==> config.mk <==
export PLATFORM = sky130hd
export DESIGN_NAME = fifo_uart_tx_flat
export DESIGN_NICKNAME = d
export VERILOG_FILES = /design/src/rtl/fifo_uart_tx_if.sv /design/src/rtl/fifo_uart_tx.sv /design/src/flat_wrapper.sv
export SDC_FILE = /design/constraint.sdc
export NUM_CORES = 1
export LEC_CHECK = 0
export ABC_AREA = 1
export CAP_MARGIN = 20
export CORE_MARGIN = 1
export CORE_UTILIZATION = 45
export CTS_CLUSTER_SIZE = 10
export DETAILED_ROUTE_END_ITERATION = 16
export GPL_ROUTABILITY_DRIVEN = 0
export PLACE_DENSITY_LB_ADDON = 0.1
export SKIP_CTS_REPAIR_TIMING = 1
export SLEW_MARGIN = 20
export SYNTH_ARGS = -nofsm -noshare
export SYNTH_HDL_FRONTEND = slang
export SYNTH_SLANG_ARGS = --single-unit
==> constraint.sdc <==
create_clock -name rd_clk -period 1.57 [get_ports rd_clk]
set_clock_uncertainty 0.05 [all_clocks]
set_input_delay 0.314 -clock rd_clk [delete_from_list [all_inputs] [get_ports rd_clk]]
set_output_delay 0.314 -clock rd_clk [all_outputs]
set_load 0.1 [all_outputs]
==> src/rtl/fifo_uart_tx_if.sv <==
// Read-side connection between the 8-bit FIFO and its UART drain.
// Handshake: rd is a one-cycle strobe raised only while empty=0. The FIFO pops on the edge that samples rd=1,
// and fifo_data holds the popped byte from the cycle after that edge.
interface fifo_uart_tx_if;
    logic       rd;
    logic       empty;
    logic [7:0] fifo_data;

    modport master (output rd, input empty, input fifo_data);
    modport slave  (input rd, output empty, output fifo_data);
endinterface

==> src/rtl/fifo_uart_tx.sv <==
// Drains bytes from the FIFO read port and sends each one as a UART 8N1 frame on tx.
// Each pop moves through IDLE, WAIT and LOAD before the start bit, so back-to-back frames have a fixed 3-cycle gap.
module fifo_uart_tx #(
    parameter int CLKS_PER_BIT = 16
) (
    input  logic                  rd_clk,
    input  logic                  reset_n,
    input  logic                  enable,
    fifo_uart_tx_if.master        fifo,
    output logic                  tx,
    output logic                  busy,
    output logic                  frame_done,
    output logic [2:0]            dbg_state
);

    typedef enum logic [2:0] {
        S_IDLE  = 3'd0,
        S_WAIT  = 3'd1,
        S_LOAD  = 3'd2,
        S_START = 3'd3,
        S_DATA  = 3'd4,
        S_STOP  = 3'd5
    } state_t;

    localparam logic [15:0] BAUD_LAST = 16'(CLKS_PER_BIT - 1);

    state_t      state, state_nxt;
    logic [15:0] baud_cnt, baud_cnt_nxt;
    logic [2:0]  bit_cnt, bit_cnt_nxt;
    logic [7:0]  shift, shift_nxt;
    logic        tx_nxt, rd_nxt, frame_done_nxt;
    logic        baud_last;

    assign baud_last = (baud_cnt == BAUD_LAST);
    assign busy      = (state != S_IDLE);
    assign dbg_state = state;

    always_ff @(posedge rd_clk or negedge reset_n) begin
        if (!reset_n) state <= S_IDLE;
        else          state <= state_nxt;
    end

    always_comb begin
        state_nxt = state;
        case (state)
            S_IDLE:  if (enable && !fifo.empty) state_nxt = S_WAIT;
            S_WAIT:  state_nxt = S_LOAD;
            S_LOAD:  state_nxt = S_START;
            S_START: if (baud_last) state_nxt = S_DATA;
            S_DATA:  if (baud_last && bit_cnt == 3'd7) state_nxt = S_STOP;
            S_STOP:  if (baud_last) state_nxt = S_IDLE;
            default: state_nxt = S_IDLE;
        endcase
    end

    // Registered outputs and datapath: tx, rd and frame_done all change on the clock edge.
    always_comb begin
        rd_nxt         = 1'b0;
        tx_nxt         = tx;
        frame_done_nxt = 1'b0;
        baud_cnt_nxt   = baud_cnt;
        bit_cnt_nxt    = bit_cnt;
        shift_nxt      = shift;
        case (state)
            S_IDLE: begin
                tx_nxt = 1'b1;
                if (enable && !fifo.empty) rd_nxt = 1'b1;
            end
            S_WAIT: begin
                tx_nxt = 1'b1;
            end
            S_LOAD: begin
                shift_nxt    = fifo.fifo_data;
                tx_nxt       = 1'b0;
                baud_cnt_nxt = 16'd0;
            end
            S_START: begin
                if (baud_last) begin
                    baud_cnt_nxt = 16'd0;
                    bit_cnt_nxt  = 3'd0;
                    tx_nxt       = shift[0];
                end else begin
                    baud_cnt_nxt = baud_cnt + 16'd1;
                end
            end
            S_DATA: begin
                if (baud_last) begin
                    baud_cnt_nxt = 16'd0;
                    if (bit_cnt == 3'd7) begin
                        tx_nxt = 1'b1;
                    end else begin
                        shift_nxt   = {1'b0, shift[7:1]};
                        tx_nxt      = shift[1];
                        bit_cnt_nxt = bit_cnt + 3'd1;
                    end
                end else begin
                    baud_cnt_nxt = baud_cnt + 16'd1;
                end
            end
            S_STOP: begin
                tx_nxt = 1'b1;
                if (baud_last) begin
                    baud_cnt_nxt   = 16'd0;
                    frame_done_nxt = 1'b1;
                end else begin
                    baud_cnt_nxt = baud_cnt + 16'd1;
                end
            end
            default: tx_nxt = 1'b1;
        endcase
    end

    always_ff @(posedge rd_clk or negedge reset_n) begin
        if (!reset_n) begin
            tx         <= 1'b1;
            fifo.rd    <= 1'b0;
            frame_done <= 1'b0;
            baud_cnt   <= 16'd0;
            bit_cnt    <= 3'd0;
            shift      <= 8'd0;
        end else begin
            tx         <= tx_nxt;
            fifo.rd    <= rd_nxt;
            frame_done <= frame_done_nxt;
            baud_cnt   <= baud_cnt_nxt;
            bit_cnt    <= bit_cnt_nxt;
            shift      <= shift_nxt;
        end
    end

endmodule

==> src/flat_wrapper.sv <==
// flat-port wrapper written by rule: the top's interface ports become plain ports
module fifo_uart_tx_flat 
#(
    parameter int CLKS_PER_BIT = 16
)
  (rd_clk, reset_n, enable, tx, busy, frame_done, dbg_state, fifo_rd, fifo_empty, fifo_fifo_data);
  fifo_uart_tx_if fifo_i ();
  input  logic rd_clk;
  input  logic reset_n;
  input  logic enable;
  output logic tx;
  output logic busy;
  output logic frame_done;
  output logic [2:0] dbg_state;
  output wire logic [$bits(fifo_i.rd)-1:0] fifo_rd;
  input wire logic [$bits(fifo_i.empty)-1:0] fifo_empty;
  input wire logic [$bits(fifo_i.fifo_data)-1:0] fifo_fifo_data;
  assign fifo_rd = fifo_i.rd;
  assign fifo_i.empty = fifo_empty;
  assign fifo_i.fifo_data = fifo_fifo_data;
  fifo_uart_tx #(.CLKS_PER_BIT(CLKS_PER_BIT)) u_core (.rd_clk(rd_clk), .reset_n(reset_n), .enable(enable), .fifo(fifo_i), .tx(tx), .busy(busy), .frame_done(frame_done), .dbg_state(dbg_state));
endmodule
==> impl_metrics.py, run 1 <==
metrics = {
    "synthesis": {
        "synthArstFlopShare": 1.00,
        "syn-num-nets": 298,
        "synth_area_um2": 1970,
        "ys_warn_count": 0,
        "synth.distinct_cells": 25,
        "avgSynthCellArea_um2": 6.95,
        "synth_edf_count": 0,
        "yosysMostFrequentCell": "nand2_1",
        "synth.area.top_cells": "dfrtp_1 41%, nand2_1 23%, nand3_1 9.2%, nor2_1 4.8%, inv_1 3.8%",
        "yosys_register_bits": 33,
        "synth.largest_area_cell": "dfrtp_1",
        "synthTopCellsByCount": "121 x nand2_1, 36 x nand3_1, 32 x dfrtp_1, 25 x nor2_1, 20 x inv_1",
        "synth_top_area_frac": 0.407,
        "synth_flop_cell": "dfrtp_1",
        "seq_area_frac_synth": 0.420,
        "netlist_instances": 283,
    },
    "routing": {
        "wl_met3_um": 207,
        "wirelength_met1_mm": 2.33,
        "routedWlPerCell_um": 12.7,
        "wl_met2_mm": 2.41,
        "drc_errors": 0,
        "ant_nets": 0,
        "topRoutingLayerUsed": "met4",
        "firstDrtPassIters": 4,
        "drt_iter0_drc": 106,
        "viasPerCell": 5.07,
        "totalWireLength_mm": 5.02,
        "vias": 2004,
    },
    "worst_setup_path": {
        "worstPathArrival_ps": 1210,
        "r2r_end": "u_core.bit_cnt[0]$_DFFE_PN0P_",
        "crit_path_top_delay_cell": "dfrtp_4",
        "r2r_setup_slack_ps": 10,
        "path_max_fanout": 6,
        "crit_type": "reg -> out",
        "start_kind": "flop",
        "cp.depth": 3,
        "endpoint": "busy",
        "path_buf_inv": 1,
        "r2r-start": "u_core.dbg_state[0]$_DFFE_PN0P_",
        "timing.critical_path.slowest_cell_delay_ps": 520,
        "endpoint_kind": "output pin",
        "crit_start": "u_core.dbg_state[0]$_DFFE_PN0P_",
        "crit_required_ps": 1210,
        "critPathTopFamily": "flip-flops",
        "crit_chain": "nor2_4, nand2_4, buf_12",
        "r2r_cells": 6,
    },
    "die": {
        "pin_count": 19,
        "fp.coreArea_um2": 4090,
        "start_util": 0.482,
        "fp.dieH_um": 68.1,
        "rows": 23,
        "die_w_um": 68.1,
        "die-area_um2": 4640,
    },
    "job": {
        "max_cap_violations": 0,
    },
    "placement": {
        "io_buffer_count": 18,
        "dpl.hpwl_mm": 3.51,
        "preCtsSetupSlack_ps": -37.1,
    },
    "power_and_ir_drop": {
        "powerDensity_nw_per_um2": 640,
        "p_leak_nw": 1.45,
        "finalPower_mw": 1.79,
        "peakVddDrop_mv": 0.505,
    },
    "grt": {
        "grt_pass1_wl_mm": 7.94,
        "antenna_found_initial": 0,
        "gr-usage-all-layers": 0.236,
        "grt_start_max_net_pins": 34,
        "grt_pass1_vias": 1801,
        "gr-total-overflow": 0,
    },
    "sta": {
        "finalCriticalPeriod_ps": 1580,
        "max_freq_ghz": 0.634,
        "maxSlewViolCount": 0,
        "slew_headroom": 0.776,
        "setup_viol": 1,
        "finalCritPeriodShare": 1.00,
        "rsz0062_at_grt": "true",
        "finalHoldViolations": 0,
        "worst_slack_ps": -7.84,
        "worst_pin_slew_ps": 335,
    },
    "clocking": {
        "clock_latency_ps": 290,
        "cts.sinks": 33,
        "cts_tree": "done",
        "ctsHtreeMaxLevel": 2,
        "clk_path_buf_depth": 2,
        "path_clk_slew_ps": 70,
        "clockRootBuffer": "clkbuf_8",
        "cts_buffers": 5,
    },
    "run_status": {
        "run_status": "complete, but fails checks",
        "violations": "setup timing",
    },
    "finish": {
        "fillers": 340,
        "final_nets": 359,
        "diodes": 0,
        "synthToLayoutAreaGrowth_pct": 42.1,
        "drive_above_1_share": 0.252,
    },
    "hold_path": {
        "holdCritPathClass": "in -> async",
    },
}
## state kept, by name (all words and copies together), names as in the netlist
register and count:
u_core.frame_done 1, u_core.dbg_state 3, u_core.fifo.rd 1, u_core.baud_cnt 16
u_core.bit_cnt 3, u_core.tx 1, u_core.shift 8
## through the flow
step                      cells  utilization  TNS (ps)  hold WS, ps  area, um^2
after floorplan             283            -      -146        -31.6        2010
after global placement      376        0.616     -38.1          447        2520
after detailed placement    376        0.616      -296          450        2520
after CTS                   384        0.645      -617          347        2640
after global routing        395        0.685      -440          365        2800
final                       395        0.685     -7.84          341        2800
## cell type report
| type | instances | area, um^2 | area share |
|---|---|---|---|
| multi-input combinational | 225 | 1120 | 0.402 |
| sequential | 33 | 838 | 0.300 |
| timing repair buffer | 57 | 567 | 0.203 |
| clock buffer | 7 | 86.3 | 0.0309 |
| inverter | 21 | 85.1 | 0.0304 |
| tap | 50 | 62.6 | 0.0224 |
| clock inverter | 1 | 30.0 | 0.0107 |
| timing repair inverter | 1 | 5.00 | 0.00179 |
## cell usage in the layout (no fill, tap or decap), types with 2 or more instances in the layout
cell type / instances
nand3b_1: 2
xor2_1: 2
buf_12: 8
clkbuf_8: 6
nand2_1: 116
o21bai_1: 2
a21oi_1: 2
dfrtp_4: 3
nand3_4: 2
nand3_1: 36
inv_1: 18
o21ai_0: 6
buf_4: 35
o21ai_1: 2
clkdlybuf4s50_1: 11
nor2_4: 4
ha_2: 2
nand2_2: 5
nor2_1: 20
buf_6: 3
dfrtp_1: 29
nand4_1: 8
nor2_2: 5
nand3_2: 2
nand2_4: 3
## worst reg2reg max path, stage by stage (launching register included)
cell and delay, ps:
dfrtp_4 520, nor2_4 160, nand2_2 150, nor2_4 190, nand3_4 150, or2_0 230
nand2_1 60
## cells by family after synthesis
logic type,Yosys count,synth area share
compound gates,14,0.0420
xor+xnor,3,0.0134
fa+ha+maj,3,0.0191
buf+inv,26,0.0559
flops,33,0.420
simple gates,204,0.449
## power breakdown
part | total, mW | switching (mW) | internal, mW
Sequential | 0.869 | 0.00746 | 0.861
Clock | 0.839 | 0.322 | 0.517
Combinational | 0.0822 | 0.0409 | 0.0413
Total | 1.79 | 0.370 | 1.42
## per-layer routing
layer  up-vias  global-route usage
met5         -                   0
met4         0              0.0938
met3         5              0.0533
met2        48               0.385
met1       915               0.301
li1       1036                   -
## worst min-delay path by stage
| stage | slack (ps) | end | cells past startpoint |
|---|---|---|---|
| floorplan | -30 | u_core.baud_cnt[0]$_DFFE_PN0P_ | 0 |
| global placement | 450 | u_core.shift[7]$_DFFE_PN0P_ | 2 |
| detailed placement | 450 | u_core.shift[6]$_DFFE_PN0P_ | 2 |
| CTS | 350 | u_core.baud_cnt[9]$_DFFE_PN0P_ | 2 |
| global route | 370 | u_core.baud_cnt[9]$_DFFE_PN0P_ | 2 |
| finish | 340 | u_core.baud_cnt[8]$_DFFE_PN0P_ | 2 |
(Power assumes the default switching activity.)
==> inputs of run 2 (changes only) <==
--- a/config.mk
+++ b/config.mk
@@ -8,7 +8,7 @@
 export ABC_AREA = 1
 export CAP_MARGIN = 20
 export CORE_MARGIN = 1
-export CORE_UTILIZATION = 45
+export CORE_UTILIZATION = 37
 export CTS_CLUSTER_SIZE = 10
 export DETAILED_ROUTE_END_ITERATION = 16
 export GPL_ROUTABILITY_DRIVEN = 0
==> run 2 against run 1 <==
The flow finishes with violations (DRC, setup timing). Power down 6.8%. Clock-buffer cell count stayed put. Fmax decreased by 2.6%. Largest power group unchanged.
==> impl_metrics.py, run 2 (same netlist as run 1, synthesis figures left out) <==
metrics = {
    "worst_setup_path": {
        "start_kind": "flop",
        "crit_path_top_delay_cell": "dfrtp_4",
        "crit_type": "reg -> out",
        "worstPathArrival_ps": 1260,
        "r2r_cells": 6,
        "endpoint_kind": "output pin",
        "r2r_setup_slack_ps": 70,
        "path_max_fanout": 5,
        "crit_chain": "nor2_4, buf_6, nand2_4, buf_12",
        "timing.critical_path.slowest_cell_delay_ps": 510,
        "crit_required_ps": 1210,
    },
    "power_and_ir_drop": {
        "p_leak_nw": 1.44,
        "powerDensity_nw_per_um2": 602,
        "peakVddDrop_mv": 0.419,
    },
    "clocking": {
        "cts.sinks": 33,
        "clock_latency_ps": 290,
        "cts_buffers": 5,
        "ctsHtreeMaxLevel": 2,
        "path_clk_slew_ps": 70,
        "cts_tree": "done",
        "clockRootBuffer": "clkbuf_8",
        "clk_path_buf_depth": 2,
    },
    "routing": {
        "viasPerCell": 4.80,
        "routedWlPerCell_um": 11.8,
        "ant_nets": 0,
        "totalWireLength_mm": 4.89,
        "drt_iter0_drc": 90,
        "firstDrtPassIters": 10,
        "drc_errors": 1,
        "vias": 1987,
    },
    "sta": {
        "worst_pin_slew_ps": 336,
        "rsz0062_at_grt": "true",
        "setup_viol": 1,
        "finalCritPeriodShare": 1.03,
        "holdWs_ps": 342,
        "max_freq_ghz": 0.617,
        "worst_slack_ps": -50.7,
        "slew_headroom": 0.775,
        "finalHoldViolations": 0,
        "maxSlewViolCount": 0,
        "finalCriticalPeriod_ps": 1620,
    },
    "finish": {
        "postLayoutCellArea_um2": 2770,
        "final_common_cell": "nand2_1",
        "seq_area_um2": 838,
        "layout_common_cells": "117 x nand2_1, 37 x buf_4, 36 x nand3_1, 29 x dfrtp_1, 24 x nor2_1",
        "synthToLayoutAreaGrowth_pct": 40.8,
        "top_register": "u_core.baud_cnt",
        "drive_above_1_share": 0.230,
        "fillers": 512,
        "reg.largest.list": "u_core.baud_cnt: 16 flops, u_core.shift: 8 flops",
        "diodes": 0,
        "final_nets": 358,
        "largest_reg_flops": 16,
        "multi_input_area_um2": 1090,
    },
    "placement": {
        "dpl.hpwl_mm": 3.70,
        "io_buffer_count": 18,
        "placed_area_um2": 2590,
    },
    "grt": {
        "grt_pass1_wl_mm": 8.36,
        "grt_use_met2": 0.297,
        "grt_util_met1": 0.288,
        "gr-usage-all-layers": 0.200,
        "grt_pass1_vias": 1839,
        "antenna_found_initial": 0,
        "use_met3": 0.0442,
        "globalRoute.busiestLayer": "met2",
        "grt_start_max_net_pins": 34,
        "gr-total-overflow": 0,
    },
    "die": {
        "fp.coreArea_um2": 5110,
        "rows": 26,
        "start_util": 0.385,
        "fp.dieH_um": 74.9,
        "die-area_um2": 5620,
        "pin_count": 19,
        "die_w_um": 74.9,
    },
    "run_status": {
        "violations": "DRC, setup timing",
        "run_status": "complete, but fails checks",
    },
    "hold_path": {
        "holdCritPathClass": "in -> async",
    },
    "job": {
        "max_cap_violations": 0,
    },
}
==> run 2: final timing paths <==
check                                                 from                               to
max                        u_core.dbg_state[1]$_DFFE_PN0P_                             busy
min                                                reset_n  u_core.baud_cnt[13]$_DFFE_PN0P_
max reg2reg                u_core.dbg_state[0]$_DFFE_PN0P_            u_core.tx$_DFFE_PN1P_
min reg2reg                          u_core.tx$_DFFE_PN1P_            u_core.tx$_DFFE_PN1P_
max in group asynchronous                          reset_n            u_core.tx$_DFFE_PN1P_
min in group rd_clk                  u_core.tx$_DFFE_PN1P_            u_core.tx$_DFFE_PN1P_
==> run 2: final cells by class <==
type,instances,share of cell area
Inverter,21,0.0285
Tap cell,70,0.0316
Clock buffer,7,0.0348
Multi-Input combinational cell,224,0.395
Clock inverter,1,0.00181
Timing Repair Buffer,58,0.206
Sequential cell,33,0.303
==> run 2: worst max-delay path, delay by kind of cell (launching register included) <==
family,cells,cell delay [ps]
buffers and inverters,2,270
and+or+nand+nor,2,190
DFF,1,510
==> run 2: routing by layer <==
layer | routed length (um) | vias up
li1 | - | 1028
met1 | 2520 | 919
met2 | 2120 | 33
met3 | 178 | 7
met4 | 74 | 0
met5 | 0 | -
==> run 2: per-stage QoR <==
stage,power (mW),instances,setup TNS (ps),setup WS [ps],utilization
6_report,1.67,414,-50.7,-50.7,0.542
5_1_grt,1.75,414,-231,-92.0,0.542
4_1_cts,1.69,410,-94.6,-94.6,0.527
3_5_place_dp,0.969,402,0,18.0,0.507
3_3_place_gp,0.969,402,0,29.7,0.507
2_1_floorplan,0.908,283,-146,-16.0,-
==> run 2: power breakdown <==
| part | leakage [nW] | total (mW) | internal (mW) | switching (mW) |
|---|---|---|---|---|
| Sequential | 0.410 | 0.869 | 0.861 | 0.00730 |
| Combinational | 0.975 | 0.0821 | 0.0413 | 0.0408 |
| Clock | 0.0542 | 0.717 | 0.396 | 0.321 |
==> inputs of run 3 (changes only) <==
--- a/config.mk
+++ b/config.mk
@@ -18,3 +18,4 @@
 export SYNTH_ARGS = -nofsm -noshare
 export SYNTH_HDL_FRONTEND = slang
 export SYNTH_SLANG_ARGS = --single-unit
+export TNS_END_PERCENT = 1
==> run 3 against run 2 <==
Setup slack got worse by 0.58 ps. Highest routed layer unchanged. Flip-flop and latch count unchanged. The run still ends with DRC, setup timing left. Die area stayed put.
==> impl_metrics.py, run 3 (same netlist as run 1, synthesis figures left out) <==
metrics = {
    "finish": {
        "postLayoutCellArea_um2": 2750,
        "final_common_cell": "nand2_1",
        "synthToLayoutAreaGrowth_pct": 39.9,
        "diodes": 0,
        "stdcell_count": 414,
        "reg.largest.list": "u_core.baud_cnt: 16 flops, u_core.shift: 8 flops",
        "layout_common_cells": "118 x nand2_1, 37 x buf_4, 36 x nand3_1, 29 x dfrtp_1, 25 x nor2_1",
        "top_register": "u_core.baud_cnt",
        "drive_above_1_share": 0.224,
        "final_nets": 358,
        "largest_reg_flops": 16,
        "fillers": 509,
        "fin_util": 0.539,
    },
    "sta": {
        "worst_pin_slew_ps": 335,
        "finalHoldViolations": 0,
        "setup_viol": 1,
        "finalCritPeriodShare": 1.03,
        "finalCriticalPeriod_ps": 1620,
        "max_freq_ghz": 0.617,
        "rsz0062_at_grt": "true",
        "fin_tns_setup_ps": -51.3,
        "slew_headroom": 0.776,
        "holdWs_ps": 340,
        "maxSlewViolCount": 0,
        "worst_slack_ps": -51.3,
    },
    "worst_setup_path": {
        "crit_start": "u_core.dbg_state[1]$_DFFE_PN0P_",
        "crit_required_ps": 1210,
        "worstPathArrival_ps": 1260,
        "r2r-start": "u_core.dbg_state[2]$_DFFE_PN0P_",
        "start_kind": "flop",
        "r2r_setup_slack_ps": 100,
        "path_max_fanout": 5,
        "crit_type": "reg -> out",
        "r2r_end": "u_core.shift[0]$_DFFE_PN0P_",
        "endpoint_kind": "output pin",
        "endpoint": "busy",
        "r2r_cells": 9,
    },
    "routing": {
        "ant_nets": 0,
        "drt_iter0_drc": 87,
        "drc_errors": 1,
        "vias": 1976,
        "firstDrtPassIters": 10,
        "routedWlPerCell_um": 11.7,
        "viasPerCell": 4.77,
        "totalWireLength_mm": 4.86,
    },
    "placement": {
        "preCtsSetupSlack_ps": 18.0,
        "dpl.hpwl_mm": 3.70,
        "placedCellCount": 402,
        "placed_area_um2": 2590,
        "io_buffer_count": 18,
    },
    "power_and_ir_drop": {
        "clockPowerShare": 0.430,
        "p_int_mw": 1.30,
        "powerDensity_nw_per_um2": 606,
        "finalPower_mw": 1.67,
        "p_sw_mw": 0.369,
        "p_comb_frac": 0.049,
        "peakVddDrop_mv": 0.419,
        "p_leak_nw": 1.44,
        "power_frac_seq": 0.521,
        "swShare": 0.221,
    },
    "grt": {
        "grt_pass1_wl_mm": 8.36,
        "grt_start_max_net_pins": 34,
        "grt_util_met1": 0.288,
        "gr-usage-all-layers": 0.200,
        "gr-total-overflow": 0,
        "grt_use_met2": 0.297,
        "use_met3": 0.0442,
        "grt_pass1_vias": 1839,
        "globalRoute.busiestLayer": "met2",
        "antenna_found_initial": 0,
    },
    "die": {
        "rows": 26,
        "fp.coreArea_um2": 5110,
        "die-area_um2": 5620,
        "fp.dieH_um": 74.9,
        "start_util": 0.385,
        "pin_count": 19,
        "die_w_um": 74.9,
    },
    "run_status": {
        "run_status": "complete, but fails checks",
        "violations": "DRC, setup timing",
    },
    "clocking": {
        "cts_buffers": 5,
        "cts_tree": "done",
        "cts.sinks": 33,
        "path_clk_slew_ps": 70,
        "clock_latency_ps": 290,
        "clk_path_buf_depth": 2,
        "ctsHtreeMaxLevel": 2,
        "clockRootBuffer": "clkbuf_8",
    },
    "job": {
        "max_cap_violations": 0,
    },
    "hold_path": {
        "holdCritPathClass": "in -> async",
    },
}
==> run 3: cell counts in the layout (fill, tap and decap cells not counted) <==
Identical to the previous run, type by type.
==> run 3: metal layers <==
layer / up-vias / routed length, um
li1: 1026 / -
met1: 917 / 2540
met2: 26 / 2120
met3: 7 / 128
met4: 0 / 74
met5: - / 0
==> run 3: power by group through the flow <==
stage / Combinational (mW) / Sequential, mW / Clock, mW
2_1_floorplan: 0.0153 / 0.892 / 0
3_5_place_dp: 0.0850 / 0.884 / 0
6_report: 0.0819 / 0.869 / 0.717
4_1_cts: 0.0848 / 0.868 / 0.739
3_3_place_gp: 0.0842 / 0.885 / 0
5_1_grt: 0.0937 / 0.869 / 0.790
==> run 3: worst min-delay path by stage <==
stage / start / endpoint / slack (ps) / cells past startpoint
after floorplan: reset_n / u_core.baud_cnt[0]$_DFFE_PN0P_ / -30 / 0
after global placement: u_core.shift[5]$_DFFE_PN0P_ / u_core.shift[5]$_DFFE_PN0P_ / 440 / 2
after detailed placement: u_core.shift[3]$_DFFE_PN0P_ / u_core.shift[3]$_DFFE_PN0P_ / 440 / 2
after CTS: reset_n / u_core.baud_cnt[2]$_DFFE_PN0P_ / 340 / 2
after global routing: reset_n / u_core.baud_cnt[5]$_DFFE_PN0P_ / 360 / 2
final: reset_n / u_core.baud_cnt[13]$_DFFE_PN0P_ / 340 / 2
==> run 3: layout make-up <==
| cell class | instances | area (um^2) | share of cell area |
|---|---|---|---|
| Inverter | 21 | 78.8 | 0.0286 |
| Multi-Input combinational cell | 224 | 1080 | 0.391 |
| Clock buffer | 7 | 96.3 | 0.0350 |
| Timing Repair Buffer | 58 | 571 | 0.207 |
| Tap cell | 70 | 87.6 | 0.0318 |
| Clock inverter | 1 | 5.00 | 0.00182 |
| Sequential cell | 33 | 838 | 0.305 |
==> run 3: critical path, stage by stage, from the launching register on <==
cell	delay (ps)
dfrtp_4	520
nor2_4	140
buf_6	110
nand2_4	50
buf_12	160
